$ cat src/rtl/bot_if_pkg.sv
// bot_if_pkg
// Shared constants for the multi-bot PicoBlaze I/O interface.
//   - kcpsm6 port addresses for the global registers, bot windows and display
//   - register offsets inside each 8-byte bot window
//   - MAX_BOTS and the interrupt source register layout plus its encoder
package bot_if_pkg;

    localparam int MAX_BOTS = 4;

    // Switch reads and LED writes share addresses 0x01/0x02.
    localparam logic [7:0] P_BTNS       = 8'h00;
    localparam logic [7:0] P_SWLO       = 8'h01;
    localparam logic [7:0] P_SWHI       = 8'h02;
    localparam logic [7:0] P_PEND       = 8'h03;
    localparam logic [7:0] P_MASK       = 8'h04;
    localparam logic [7:0] P_SRC        = 8'h05;
    localparam logic [7:0] P_BOT_BASE   = 8'h10;
    localparam logic [7:0] P_BOT_STRIDE = 8'h08;
    localparam logic [7:0] P_DIG_BASE   = 8'h20;
    localparam logic [7:0] P_DP         = 8'h28;

    localparam logic [2:0] OFF_LOCX    = 3'd0;
    localparam logic [2:0] OFF_LOCY    = 3'd1;
    localparam logic [2:0] OFF_BOTINFO = 3'd2;
    localparam logic [2:0] OFF_SENSORS = 3'd3;
    localparam logic [2:0] OFF_LMDIST  = 3'd4;
    localparam logic [2:0] OFF_RMDIST  = 3'd5;
    localparam logic [2:0] OFF_OVRCNT  = 3'd6;

    typedef struct packed {
        logic       valid;
        logic [4:0] zero;
        logic [1:0] id;
    } src_reg_t;

    // Lowest-index requesting bot wins.
    function automatic src_reg_t lowest_pending(input logic [MAX_BOTS-1:0] req);
        src_reg_t r;
        r = '0;
        for (int i = MAX_BOTS - 1; i >= 0; i--) begin
            if (req[i]) begin
                r.valid = 1'b1;
                r.id    = 2'(i);
            end
        end
        return r;
    endfunction

endpackage

$ cat src/rtl/bot_irq_ctrl.sv
// bot_irq_ctrl
// Per-bot maskable interrupt controller for pico_bot_if_n.
// Optional feature macro: BOT_IF_OVERRUN_CNT_EN (per-bot saturating overrun counters).
// Ports:
//   clk, reset        clock, async active-high reset
//   upd               per-bot update pulses (set pending)
//   mask_we/wdata     irq mask write
//   clr_we/wdata      write-1-to-clear of pending bits
//   ack               interrupt acknowledge, clears the bit named by the source register
//   cnt_clr           per-bot overrun counter clear
//   pending, mask     current register values
//   irq               registered interrupt request
//   src               registered source register {valid,5'b0,id}
//   ovr_cnt           packed overrun counters, bot b at [8b+7:8b] (zero when disabled)
module bot_irq_ctrl
    import bot_if_pkg::*;
#(
    parameter int NUM_BOTS = 2
) (
    input  logic                  clk,
    input  logic                  reset,
    input  logic [NUM_BOTS-1:0]   upd,
    input  logic                  mask_we,
    input  logic [NUM_BOTS-1:0]   mask_wdata,
    input  logic                  clr_we,
    input  logic [NUM_BOTS-1:0]   clr_wdata,
    input  logic                  ack,
    input  logic [NUM_BOTS-1:0]   cnt_clr,
    output logic [NUM_BOTS-1:0]   pending,
    output logic [NUM_BOTS-1:0]   mask,
    output logic                  irq,
    output logic [7:0]            src,
    output logic [8*NUM_BOTS-1:0] ovr_cnt
);

    logic [NUM_BOTS-1:0] pending_q, pending_d;
    logic [NUM_BOTS-1:0] mask_q, mask_d;
    logic                irq_q, irq_d;
    src_reg_t            src_q, src_d;
    logic [MAX_BOTS-1:0] req;
    logic [NUM_BOTS-1:0] ack_clr;

    // Clears are applied before the update pulses so that a simultaneous
    // set always survives.
    always_comb begin
        req     = '0;
        ack_clr = '0;
        for (int b = 0; b < NUM_BOTS; b++) begin
            req[b] = pending_q[b] & mask_q[b];
            if (src_q.valid && (src_q.id == 2'(b))) begin
                ack_clr[b] = ack;
            end
        end
        irq_d     = |req;
        src_d     = lowest_pending(req);
        pending_d = pending_q & ~ack_clr;
        if (clr_we) begin
            pending_d = pending_d & ~clr_wdata;
        end
        pending_d = pending_d | upd;
        mask_d    = mask_we ? mask_wdata : mask_q;
    end

    always_ff @(posedge clk or posedge reset) begin
        if (reset) begin
            pending_q <= '0;
            mask_q    <= '0;
            irq_q     <= 1'b0;
            src_q     <= '0;
        end else begin
            pending_q <= pending_d;
            mask_q    <= mask_d;
            irq_q     <= irq_d;
            src_q     <= src_d;
        end
    end

    assign pending = pending_q;
    assign mask    = mask_q;
    assign irq     = irq_q;
    assign src     = src_q;

`ifdef BOT_IF_OVERRUN_CNT_EN
    logic [NUM_BOTS-1:0][7:0] cnt_q, cnt_d;
    logic [NUM_BOTS-1:0]      ovr_inc;

    // An overrun is an update arriving while the previous one is still pending.
    assign ovr_inc = upd & pending_q;

    // A clear concurrent with an overrun restarts the count at one.
    always_comb begin
        cnt_d = cnt_q;
        for (int b = 0; b < NUM_BOTS; b++) begin
            if (cnt_clr[b]) begin
                cnt_d[b] = ovr_inc[b] ? 8'd1 : 8'd0;
            end else if (ovr_inc[b] && (cnt_q[b] != 8'hFF)) begin
                cnt_d[b] = cnt_q[b] + 8'd1;
            end
        end
    end

    always_ff @(posedge clk or posedge reset) begin
        if (reset) begin
            cnt_q <= '0;
        end else begin
            cnt_q <= cnt_d;
        end
    end

    assign ovr_cnt = cnt_q;
`else
    logic unused_cnt_clr;

    assign unused_cnt_clr = |cnt_clr;
    assign ovr_cnt        = '0;
`endif

endmodule

$ cat src/rtl/pico_bot_if_n.sv
// pico_bot_if_n
// kcpsm6 I/O interface serving NUM_BOTS RojoBot channels from one PicoBlaze.
// Optional feature macro: BOT_IF_OVERRUN_CNT_EN (overrun counters at 0x10+8b+6).
// Ports:
//   clk, reset                     clock, async active-high reset
//   pb_port_id/out_port            kcpsm6 address and write data
//   pb_write_strobe/k_write_strobe normal and constant-optimised output strobes
//   pb_read_strobe                 input strobe (only clears overrun counters)
//   pb_interrupt_ack/pb_interrupt  interrupt handshake
//   pb_in_port                     registered read data
//   bot_*                          packed per-bot registers, bot b at [8b+7:8b]
//   bot_upd_sysreg                 per-bot update pulses
//   bot_motctl                     packed per-bot motor control
//   db_btns, db_sw                 debounced buttons and switches
//   led, dig0..dig7, dp            LEDs and seven-segment digit codes / decimal points
module pico_bot_if_n
    import bot_if_pkg::*;
#(
    parameter int NUM_BOTS = 2,
    parameter int DIG_W    = 5
) (
    input  logic                  clk,
    input  logic                  reset,
    input  logic [7:0]            pb_port_id,
    input  logic [7:0]            pb_out_port,
    input  logic                  pb_write_strobe,
    input  logic                  pb_k_write_strobe,
    input  logic                  pb_read_strobe,
    input  logic                  pb_interrupt_ack,
    output logic [7:0]            pb_in_port,
    output logic                  pb_interrupt,
    input  logic [8*NUM_BOTS-1:0] bot_locX,
    input  logic [8*NUM_BOTS-1:0] bot_locY,
    input  logic [8*NUM_BOTS-1:0] bot_botinfo,
    input  logic [8*NUM_BOTS-1:0] bot_sensors,
    input  logic [8*NUM_BOTS-1:0] bot_lmdist,
    input  logic [8*NUM_BOTS-1:0] bot_rmdist,
    input  logic [NUM_BOTS-1:0]   bot_upd_sysreg,
    output logic [8*NUM_BOTS-1:0] bot_motctl,
    input  logic [4:0]            db_btns,
    input  logic [15:0]           db_sw,
    output logic [15:0]           led,
    output logic [DIG_W-1:0]      dig0,
    output logic [DIG_W-1:0]      dig1,
    output logic [DIG_W-1:0]      dig2,
    output logic [DIG_W-1:0]      dig3,
    output logic [DIG_W-1:0]      dig4,
    output logic [DIG_W-1:0]      dig5,
    output logic [DIG_W-1:0]      dig6,
    output logic [DIG_W-1:0]      dig7,
    output logic [7:0]            dp
);

    localparam logic [7:0] BOT_END = 8'(P_BOT_BASE + NUM_BOTS * P_BOT_STRIDE);

    logic [7:0]                 in_port_q, in_port_d;
    logic [15:0]                led_q, led_d;
    logic [8*NUM_BOTS-1:0]      motctl_q, motctl_d;
    logic [7:0][DIG_W-1:0]      dig_q, dig_d;
    logic [7:0]                 dp_q, dp_d;

    logic [4:0]                 bot_rel;
    logic                       mask_we, clr_we;
    logic [NUM_BOTS-1:0]        cnt_clr;
    logic [NUM_BOTS-1:0]        pending, mask;
    logic [7:0]                 src;
    logic [8*NUM_BOTS-1:0]      ovr_cnt;

    // Offset into the bot windows; wraps so 0x10..0x2F maps to 0..31.
    assign bot_rel = pb_port_id[4:0] - P_BOT_BASE[4:0];

    assign mask_we = pb_write_strobe && (pb_port_id == P_MASK);
    assign clr_we  = pb_write_strobe && (pb_port_id == P_SRC);

    always_comb begin
        cnt_clr = '0;
        for (int b = 0; b < NUM_BOTS; b++) begin
            cnt_clr[b] = pb_read_strobe &&
                (pb_port_id == 8'(P_BOT_BASE + b * P_BOT_STRIDE + OFF_OVRCNT));
        end
    end

    bot_irq_ctrl #(
        .NUM_BOTS(NUM_BOTS)
    ) u_irq (
        .clk       (clk),
        .reset     (reset),
        .upd       (bot_upd_sysreg),
        .mask_we   (mask_we),
        .mask_wdata(pb_out_port[NUM_BOTS-1:0]),
        .clr_we    (clr_we),
        .clr_wdata (pb_out_port[NUM_BOTS-1:0]),
        .ack       (pb_interrupt_ack),
        .cnt_clr   (cnt_clr),
        .pending   (pending),
        .mask      (mask),
        .irq       (pb_interrupt),
        .src       (src),
        .ovr_cnt   (ovr_cnt)
    );

    // Read data is captured every cycle regardless of pb_read_strobe.
    always_comb begin
        in_port_d = 8'h00;
        case (pb_port_id)
            P_BTNS: in_port_d = {3'b000, db_btns};
            P_SWLO: in_port_d = db_sw[7:0];
            P_SWHI: in_port_d = db_sw[15:8];
            P_PEND: for (int b = 0; b < NUM_BOTS; b++) in_port_d[b] = pending[b];
            P_MASK: for (int b = 0; b < NUM_BOTS; b++) in_port_d[b] = mask[b];
            P_SRC:  in_port_d = src;
            default: begin
                if ((pb_port_id >= P_BOT_BASE) && (pb_port_id < BOT_END)) begin
                    for (int b = 0; b < NUM_BOTS; b++) begin
                        if (bot_rel[4:3] == 2'(b)) begin
                            case (bot_rel[2:0])
                                OFF_LOCX:    in_port_d = bot_locX[8*b +: 8];
                                OFF_LOCY:    in_port_d = bot_locY[8*b +: 8];
                                OFF_BOTINFO: in_port_d = bot_botinfo[8*b +: 8];
                                OFF_SENSORS: in_port_d = bot_sensors[8*b +: 8];
                                OFF_LMDIST:  in_port_d = bot_lmdist[8*b +: 8];
                                OFF_RMDIST:  in_port_d = bot_rmdist[8*b +: 8];
                                OFF_OVRCNT:  in_port_d = ovr_cnt[8*b +: 8];
                                default:     in_port_d = 8'h00;
                            endcase
                        end
                    end
                end
            end
        endcase
    end

    // With NUM_BOTS > 2 the motctl addresses of bots 2/3 alias the digit/dp
    // addresses; both targets are then written.
    always_comb begin
        led_d    = led_q;
        motctl_d = motctl_q;
        dig_d    = dig_q;
        dp_d     = dp_q;
        if (pb_write_strobe) begin
            if (pb_port_id == P_SWLO) led_d[7:0]  = pb_out_port;
            if (pb_port_id == P_SWHI) led_d[15:8] = pb_out_port;
            for (int b = 0; b < NUM_BOTS; b++) begin
                if (pb_port_id == 8'(P_BOT_BASE + b * P_BOT_STRIDE)) begin
                    motctl_d[8*b +: 8] = pb_out_port;
                end
            end
            if (pb_port_id[7:3] == P_DIG_BASE[7:3]) begin
                dig_d[pb_port_id[2:0]] = pb_out_port[DIG_W-1:0];
            end
            if (pb_port_id == P_DP) dp_d = pb_out_port;
        end
        // OUTPUTK only carries a 4-bit port address.
        if (pb_k_write_strobe) begin
            if (!pb_port_id[3]) begin
                dig_d[pb_port_id[2:0]] = pb_out_port[DIG_W-1:0];
            end else if (pb_port_id[2:0] == 3'b000) begin
                dp_d = pb_out_port;
            end
        end
    end

    always_ff @(posedge clk or posedge reset) begin
        if (reset) begin
            in_port_q <= '0;
            led_q     <= '0;
            motctl_q  <= '0;
            dig_q     <= '0;
            dp_q      <= '0;
        end else begin
            in_port_q <= in_port_d;
            led_q     <= led_d;
            motctl_q  <= motctl_d;
            dig_q     <= dig_d;
            dp_q      <= dp_d;
        end
    end

    assign pb_in_port = in_port_q;
    assign bot_motctl = motctl_q;
    assign led        = led_q;
    assign dp         = dp_q;
    assign dig0       = dig_q[0];
    assign dig1       = dig_q[1];
    assign dig2       = dig_q[2];
    assign dig3       = dig_q[3];
    assign dig4       = dig_q[4];
    assign dig5       = dig_q[5];
    assign dig6       = dig_q[6];
    assign dig7       = dig_q[7];

endmodule
$ cat config.mk
export PLATFORM = sky130hd
export DESIGN_NAME = pico_bot_if_n
export DESIGN_NICKNAME = d
export VERILOG_FILES = /design/src/rtl/bot_if_pkg.sv /design/src/rtl/bot_irq_ctrl.sv /design/src/rtl/pico_bot_if_n.sv
export SDC_FILE = /design/constraint.sdc
export NUM_CORES = 1
export LEC_CHECK = 0
export BUFFER_PORTS_ARGS = -buffer_cell sky130_fd_sc_hd__clkbuf_2
export CORE_UTILIZATION = 51
export CTS_BUF_LIST = sky130_fd_sc_hd__clkbuf_16
export DETAILED_ROUTE_END_ITERATION = 16
export GPL_ROUTABILITY_DRIVEN = 0
export PLACE_DENSITY_LB_ADDON = 0.05
export SLEW_MARGIN = 30
export SYNTH_ARGS = -nofsm -noshare
export SYNTH_HDL_FRONTEND = slang
export SYNTH_SLANG_ARGS = --single-unit
$ cat constraint.sdc
create_clock -name clk -period 7.8 [get_ports clk]
set_input_delay 0.39 -clock clk [delete_from_list [all_inputs] [get_ports clk]]
set_output_delay 0.39 -clock clk [all_outputs]
set_load 0.02 [all_outputs]
# After elaboration in Yosys (flattened, before gate mapping)
# Cells that the tools add are included.
[classes]
addsub = 1
mul = 0
div = 0
magnitude_cmp = 4
n_eq_ne = 16
shift = 0
n_mux = 27
n_bitwise = 7
n_reduce_logical = 17
[op_table]
columns = ["cell", "n"]
rows = [
  ["2-to-1 mux 40 bit", 4],
  ["case mux 8 bit (6 select lines)", 2],
  ["bitwise mux 40 bit", 2],
  ["2-to-1 mux 8 bit", 8],
  ["case mux 6 bit (5 select lines)", 1],
  ["equality test 8 x 2 -> 1 bit, second input constant", 2],
  ["equality test 8 x 3 -> 1 bit, second input constant", 2],
  ["equality test 8 x 5 -> 1 bit, second input constant", 2],
  ["demux 5 bit (select 3 bit)", 1],
  ["case mux 2 bit (6 select lines)", 1],
  ["equality test 8 x 1 -> 1 bit, second input constant", 1],
  ["equality test 8 x 6 -> 1 bit, second input constant", 1],
  ["greater-or-equal comparator 8 x 5 -> 1 bit, second input constant", 1],
  ["logical NOT 8 bit", 1],
  ["less-than comparator 8 x 6 -> 1 bit, second input constant", 1],
  ["AND reduction 2 bit", 4],
  ["equality test 3 x 2 -> 1 bit, second input constant", 2],
  ["equality test 3 bit, second input constant", 2],
  ["logical AND 1 bit", 6],
  ["logical NOT 3 bit", 2],
  ["2-to-1 mux 1 bit", 6],
  ["equality test 5 x 3 -> 1 bit, second input constant", 1],
  ["2-to-1 mux 5 bit", 1],
  ["subtractor 5 bit, second input constant", 1],
  ["12 further kinds", 17],
]
[totals]
ff_bits = 95
latch_bits = 0
ramBits = 0
romBits = 0
out_inout_bits = 89
word_cells = 91
mem_count = 0

# Logic depth before layout (Yosys ltp)
# Gate-level depths: netlist (run 1).
[logic_depth]
depth_word = 10
ltp_mapped = 8
depth_no_buf = 4

# By module
# From an unflattened synthesis (run 1), not the netlist that was laid out.
[hier_totals]
hier_cells = 446
area_unflattened_um2 = 5112.4
[modules_own_cells]
columns = ["module", "instances", "cells_each", "area_each_um2", "seq_area_each_um2"]
rows = [
  ["pico_bot_if_n", 1, 403, 4705.8, 2202.1],
  ["bot_irq_ctrl", 1, 43, 406.6, 150.1],
]

# Worst setup path after synthesis (run 1)
# Ideal clock, no wire load.
[synth_timing]
path_kind = "input-to-reg"
start = "input port pb_port_id[3]"
end = "register dp_q[0], in the netlist dp[0]"
setup_time_ns = 0.125
arrival_time_ns = 1.753
t_required_ns = 7.675
slack_ns = 5.922
path_stages = 5
n_path_buf = 2
path_cell_list = "buf_2 -> inv_1 -> clkbuf_1 -> nor4_4 -> mux2_2"
[synth_via]
elab_chain_len = 6
[synth_lines]
columns = ["element", "line_no", "rtl"]
rows = [
  ["start: declaration", "pico_bot_if_n.sv:24", "input logic [7:0] pb_port_id,"],
  ["equality test 8 x 6 -> 1 bit", "pico_bot_if_n.sv:151", "if (pb_port_id == P_DP) dp_d = pb_out_port;"],
  ["2-to-1 mux 8 bit", "pico_bot_if_n.sv:151", ""],
  ["2-to-1 mux 8 bit", "pico_bot_if_n.sv:140", "if (pb_write_strobe) begin"],
  ["2-to-1 mux 8 bit", "pico_bot_if_n.sv:157", "end else if (pb_port_id[2:0] == 3'b000) begin"],
  ["2-to-1 mux 8 bit", "pico_bot_if_n.sv:155", "if (!pb_port_id[3]) begin"],
  ["2-to-1 mux 8 bit (*)", "pico_bot_if_n.sv:154", "if (pb_k_write_strobe) begin"],
  ["named net dp_d[0]", "pico_bot_if_n.sv:60", "logic [7:0] dp_q, dp_d;"],
  ["end signal: assignment", "pico_bot_if_n.sv:175", "dp_q <= dp_d;"],
  ["end: declaration", "pico_bot_if_n.sv:60", ""],
]
# Mark *: on every way through the listed nets, which the timed path passes. The rest lies on a longest branch.
# A chain may end at the register's enable or synchronous reset.

==> reports/metrics.yaml, run 1 <==
status: "finished clean"
fillCellCount: 749
synth_nets: 518
final-setup-viol-count: 0
worst_setup_path_end_kind: "register"
drive_gt1_frac: 0.612
critPathKind: "in -> reg"
worstReg2RegStart: "u_irq.src[0]"
via_per_inst: 5.66
dieArea_mm2: 0.00988
synth_top_area_frac: 0.486
crit_fanout: 52
post_cts_buffers: 0
grt_max_degree: 92
layout.nets: 736
vias: 4026
r2r_setup_slack_ps: 6500
start_kind: "primary input"
start_util: 0.526
synth-seq-area-share: 0.486
clkTransAtPathRegs_ps: 70
crit_cells: 5
yosysWarningCount: 0
grt_antenna_before_repair: 0
coreArea_mm2: 0.00920
final_antenna_net_count: 0
wl_mm: 13.8
path_cells: "clkbuf_2, buf_4, nand2b_1, nor4_2, mux2_2"
cts_tree: "yes"
hp-start: "bot_upd_sysreg[0]"
die_x_um: 99.4
rsz0062_at_grt: "false"
synth_edf_count: 0
insertion_delay_ps: 330
slew_headroom: 0.410
holdPathEnd: "u_irq.pending[0]"
finalCriticalPeriod_ps: 2290
clock_path_buffers: 2
worst_clock_skew_ps: 2.45
drc: 0
cts_made_buffers: 9
tns_ps: 0
grt_pass1_wl_mm: 21.6
cp.required_ps: 8020
syn-instance-count: 377
drt-wirelength-per-cell_um: 19.5
rows: 35
tightest_slew_ps: 883
total_power_mw: 1.36
r2r_end: "pb_in_port[0]"
vdd_ir_drop_max_uv: 170
drtIter0Drc: 120
critical_path.max_stage_delay_ps: 660
max_cap_viol_count: 0
port_buffers: 228
overflow: 0
p_per_area_mw_per_mm2: 215
hp-class: "in -> reg"
crit_start: "pb_port_id[0]"
synthTopCellsByCount: "dfrtp_1 (94), mux2_2 (92), mux2i_1 (23)"
timing.fmax_mhz: 437
hold_viol: 0
cts_max_level: 3
cp.arrival_ps: 2510
dp.final_hpwl_mm: 10.0
diodes: 0
syn_avg_cell_area_um2: 12.8
syn_area_mm2: 0.00484
firstDrtPassIters: 4
die_h_um: 99.4
p_leak_nw: 3.27
fin_crit_sh: 0.293
reg2reg_depth: 4
clock_sinks: 94
netlist_top_cells_area: "dfrtp_1 (49%), mux2_2 (21%), mux2i_1 (4.8%)"
critPathTopFamily: "simple AND/OR/NAND/NOR gates"
root_buffer: "clkbuf_16"
ys_ff_latch: 94
ys.flop_type: "dfrtp_1"
slew_violations: 0
io_pins: 230
track_usage: 0.287
fin_util: 0.689
yosysMostFrequentCell: "dfrtp_1"
ys_types: 56
area_delta_synth_final_pct: 31.0
grt_pass1_vias: 4140
cp_num_buf_inv: 2
cpMaxStageDelayCell: "nor4_2"
holdPathStages: 2
synthArstFlopShare: 1.00
synth.largest_area_cell: "dfrtp_1"
==> cells in the final DEF, fill, tap and decap left out, drive strengths merged, types with 4 or more instances in the layout <==
cell / n
o211ai: 4
a21oi: 13
clkbuf: 237
a32o: 5
nor2b: 6
mux2: 93
dfrtp: 94
o21ai: 7
nor2: 10
nor3b: 4
o22ai: 6
nand2: 13
nor4: 5
nor3: 7
inv: 8
mux4: 5
a211oi: 5
mux2i: 23
nand4: 4
==> how the worst max path moves through the flow <==
stage | to | slack, ps
floorplan | bot_motctl[0] | 4960
finish | dig1[2] | 5510
global placement | dp[2] | 5240
CTS | dp[3] | 5550
global route | dp[3] | 5360
detailed placement | dp[3] | 5200
==> flip-flops by register name, indices dropped and copies added, names as in the netlist, 2 cells and up <==
signal         cells
dig6               5
bot_motctl        16
dig0               5
u_irq.mask         2
dig3               5
dig5               5
led               16
dp                 8
dig4               5
pb_in_port         8
dig7               5
dig2               5
dig1               5
u_irq.pending      2
==> layout make-up <==
class	count	area (um^2)	share of cell area
multi-input combinational	254	2370	0.374
timing repair buffer	232	1180	0.186
tap	111	139	0.0219
inverter	4	17.5	0.00276
clock buffer	9	225	0.0355
sequential	94	2350	0.371
clock inverter	7	56.3	0.00888
==> kinds of logic after synthesis <==
logic type | share of synthesized area
multiplexers | 0.287
flip-flops | 0.486
AO/OA/AOI/OAI | 0.101
AND/OR/NAND/NOR | 0.101
buffers and inverters | 0.0251
==> per-layer routing <==
layer / vias to the layer above / part of all wire / track usage
met5: - / 0 / 0
met4: 0 / 0.027 / 0.110
met3: 30 / 0.060 / 0.0611
met2: 148 / 0.52 / 0.515
met1: 1994 / 0.39 / 0.336
li1: 1854 / - / -
==> through the flow <==
step	setup WS [ps]	instances	hold slack (ps)	area [um^2]
6_report	5510	711	244	6340
5_1_grt	5360	711	247	6340
4_1_cts	5550	711	238	6330
3_5_place_dp	5200	694	252	6040
3_3_place_gp	5240	694	244	6040
2_1_floorplan	4960	377	454	4840
==> where the power goes <==
group / internal, mW / switching, mW / total [mW]
Combinational: 0.148 / 0.207 / 0.355
Sequential: 0.556 / 0.0368 / 0.593
Clock: 0.220 / 0.195 / 0.415
==> repair_timing <==
action,CTS,global route
hold endpoints to repair,3,0
hold buffers,1,0
gates resized for setup,0,0
Power figures use the tool's default switching activity.
==> inputs of run 2 (changes only) <==
--- a/config.mk
+++ b/config.mk
@@ -6,7 +6,7 @@
 export NUM_CORES = 1
 export LEC_CHECK = 0
 export BUFFER_PORTS_ARGS = -buffer_cell sky130_fd_sc_hd__clkbuf_2
-export CORE_UTILIZATION = 51
+export CORE_UTILIZATION = 42
 export CTS_BUF_LIST = sky130_fd_sc_hd__clkbuf_16
 export DETAILED_ROUTE_END_ITERATION = 16
 export GPL_ROUTABILITY_DRIVEN = 0
==> constraint.sdc (replaced) <==
create_clock -name clk -period 1.9 [get_ports clk]
set_input_delay 0.095 -clock clk [delete_from_list [all_inputs] [get_ports clk]]
set_output_delay 0.095 -clock clk [all_outputs]
set_load 0.02 [all_outputs]
==> reports/metrics.yaml, run 2 (synthesis gave the netlist of run 1 again) <==
status: "finished clean"
hold_viol: 0
max_cap_viol_count: 0
rows: 38
cp_num_buf_inv: 2
worstReg2RegStart: "u_irq.src[0]"
io_pins: 230
slew_headroom: 0.512
clock_sinks: 94
r2r_end: "pb_in_port[0]"
track_usage: 0.248
comb_power_share: 0.258
final_common_cell: "clkbuf_2"
total_power_mw: 5.69
path_cells: "clkbuf_2, nor4b_2, a21oi_2, nor4_4, buf_4, mux2_2"
critical_path.max_stage_delay_ps: 400
hp-class: "in -> reg"
via_per_inst: 5.40
tns_ps: 0
cts_tree: "yes"
p_per_area_mw_per_mm2: 865
worst_clock_skew_ps: 7.99
vdd_ir_drop_max_uv: 552
die_h_um: 109
layout_common_cells: "clkbuf_2 (228), dfrtp_1 (94), mux2_2 (92)"
critPathKind: "in -> reg"
grt_pass1_wl_mm: 21.9
wl_met3_mm: 1.07
setup.worst_path.end: "dp[0]"
cp.arrival_ps: 1710
fillCellCount: 983
met2_wirelength_mm: 7.10
insertion_delay_ps: 340
crit_fanout: 9
critPathTopFamily: "simple AND/OR/NAND/NOR gates"
slew_violations: 0
area_delta_synth_final_pct: 36.0
highest_layer: "met4"
crit_start: "pb_port_id[4]"
wl_met1_mm: 6.15
r2r_setup_slack_ps: 570
drive_gt1_frac: 0.622
finalCriticalPeriod_ps: 1500
timing.fmax_mhz: 667
drtIter0Drc: 126
rsz0062_at_grt: "false"
dieArea_mm2: 0.0120
clkTransAtPathRegs_ps: 70
root_buffer: "clkbuf_16"
diodes: 0
start_kind: "primary input"
whs_ps: 29.6
p_leak_nw: 3.40
layout.nets: 761
start_util: 0.439
grt_max_degree: 56
fin_crit_sh: 0.789
p_int_mw: 3.93
cp.required_ps: 2120
reg2reg_depth: 4
worst_setup_path_end_kind: "register"
vias: 4128
tightest_slew_ps: 731
cpMaxStageDelayCell: "nor4b_2"
grt_pass1_vias: 4132
clockPowerShare: 0.313
postCtsResizedCells: 0
cts_made_buffers: 9
die_x_um: 109
seqPwrFrac: 0.429
final_antenna_net_count: 0
placed_area_mm2: 0.00626
cts_max_level: 3
crit_cells: 6
p_sw_frac: 0.309
port_buffers: 228
drc: 0
clock_path_buffers: 2
drt-wirelength-per-cell_um: 19.1
p_sw_mw: 1.76
grt_antenna_before_repair: 0
fin_util: 0.596
firstDrtPassIters: 4
dp.final_hpwl_mm: 11.3
wl_mm: 14.6
design_area_mm2: 0.00658
final-setup-viol-count: 0
coreArea_mm2: 0.0110
overflow: 0
## run 2: cell types whose count changed in the layout (fill, tap and decap cells not counted), sizes merged
cell         change
buf             +23
inv              -3
dlygate4sd3      +2
bufinv           +1
clkinv           +1
## run 2: power by group through the flow
stage	Sequential (mW)	Clock [mW]	Combinational, mW
after floorplan	2.81	0	0.527
after global placement	2.47	0	1.46
after detailed placement	2.48	0	1.48
after CTS	2.44	1.81	1.49
after global routing	2.48	1.89	1.59
final	2.44	1.78	1.47
## run 2: worst min path at each step
| stage | startpoint | to | slack [ps] | cells after the start |
|---|---|---|---|---|
| 2_1_floorplan | bot_upd_sysreg[0] | u_irq.pending[0] | 200 | 1 |
| 3_3_place_gp | reset | u_irq.irq | 280 | 3 |
| 3_5_place_dp | reset | pb_in_port[7] | 280 | 3 |
| 4_1_cts | pb_out_port[6] | led[6] | 30 | 2 |
| 5_1_grt | pb_out_port[6] | led[6] | 40 | 2 |
| 6_report | pb_out_port[6] | led[6] | 30 | 2 |
## run 2: layout make-up
cell class / count / area (um^2) / share of cell area
timing repair buffer: 257 / 1380 / 0.210
clock buffer: 9 / 225 / 0.0342
sequential: 94 / 2350 / 0.358
multi-input combinational: 254 / 2360 / 0.359
clock inverter: 6 / 63.8 / 0.00970
inverter: 4 / 18.8 / 0.00285
tap: 140 / 175 / 0.0266
## run 2: per-stage QoR
stage               setup slack (ps)  instances
finish                           401        764
global route                     340        764
CTS                              398        764
detailed placement              56.4        746
global placement                94.8        746
floorplan                        317        377
## run 2: what timing repair did
item / CTS / global route
hold endpoints to repair: 66 / 0
hold buffers: 3 / 0
buffers inserted: 0 / 0
## run 2: metal layers
layer / vias to the layer above / global-route usage
met1: 2040 / 0.311
met4: 0 / 0.0733
met5: - / 0
met2: 154 / 0.425
li1: 1914 / -
met3: 20 / 0.0581
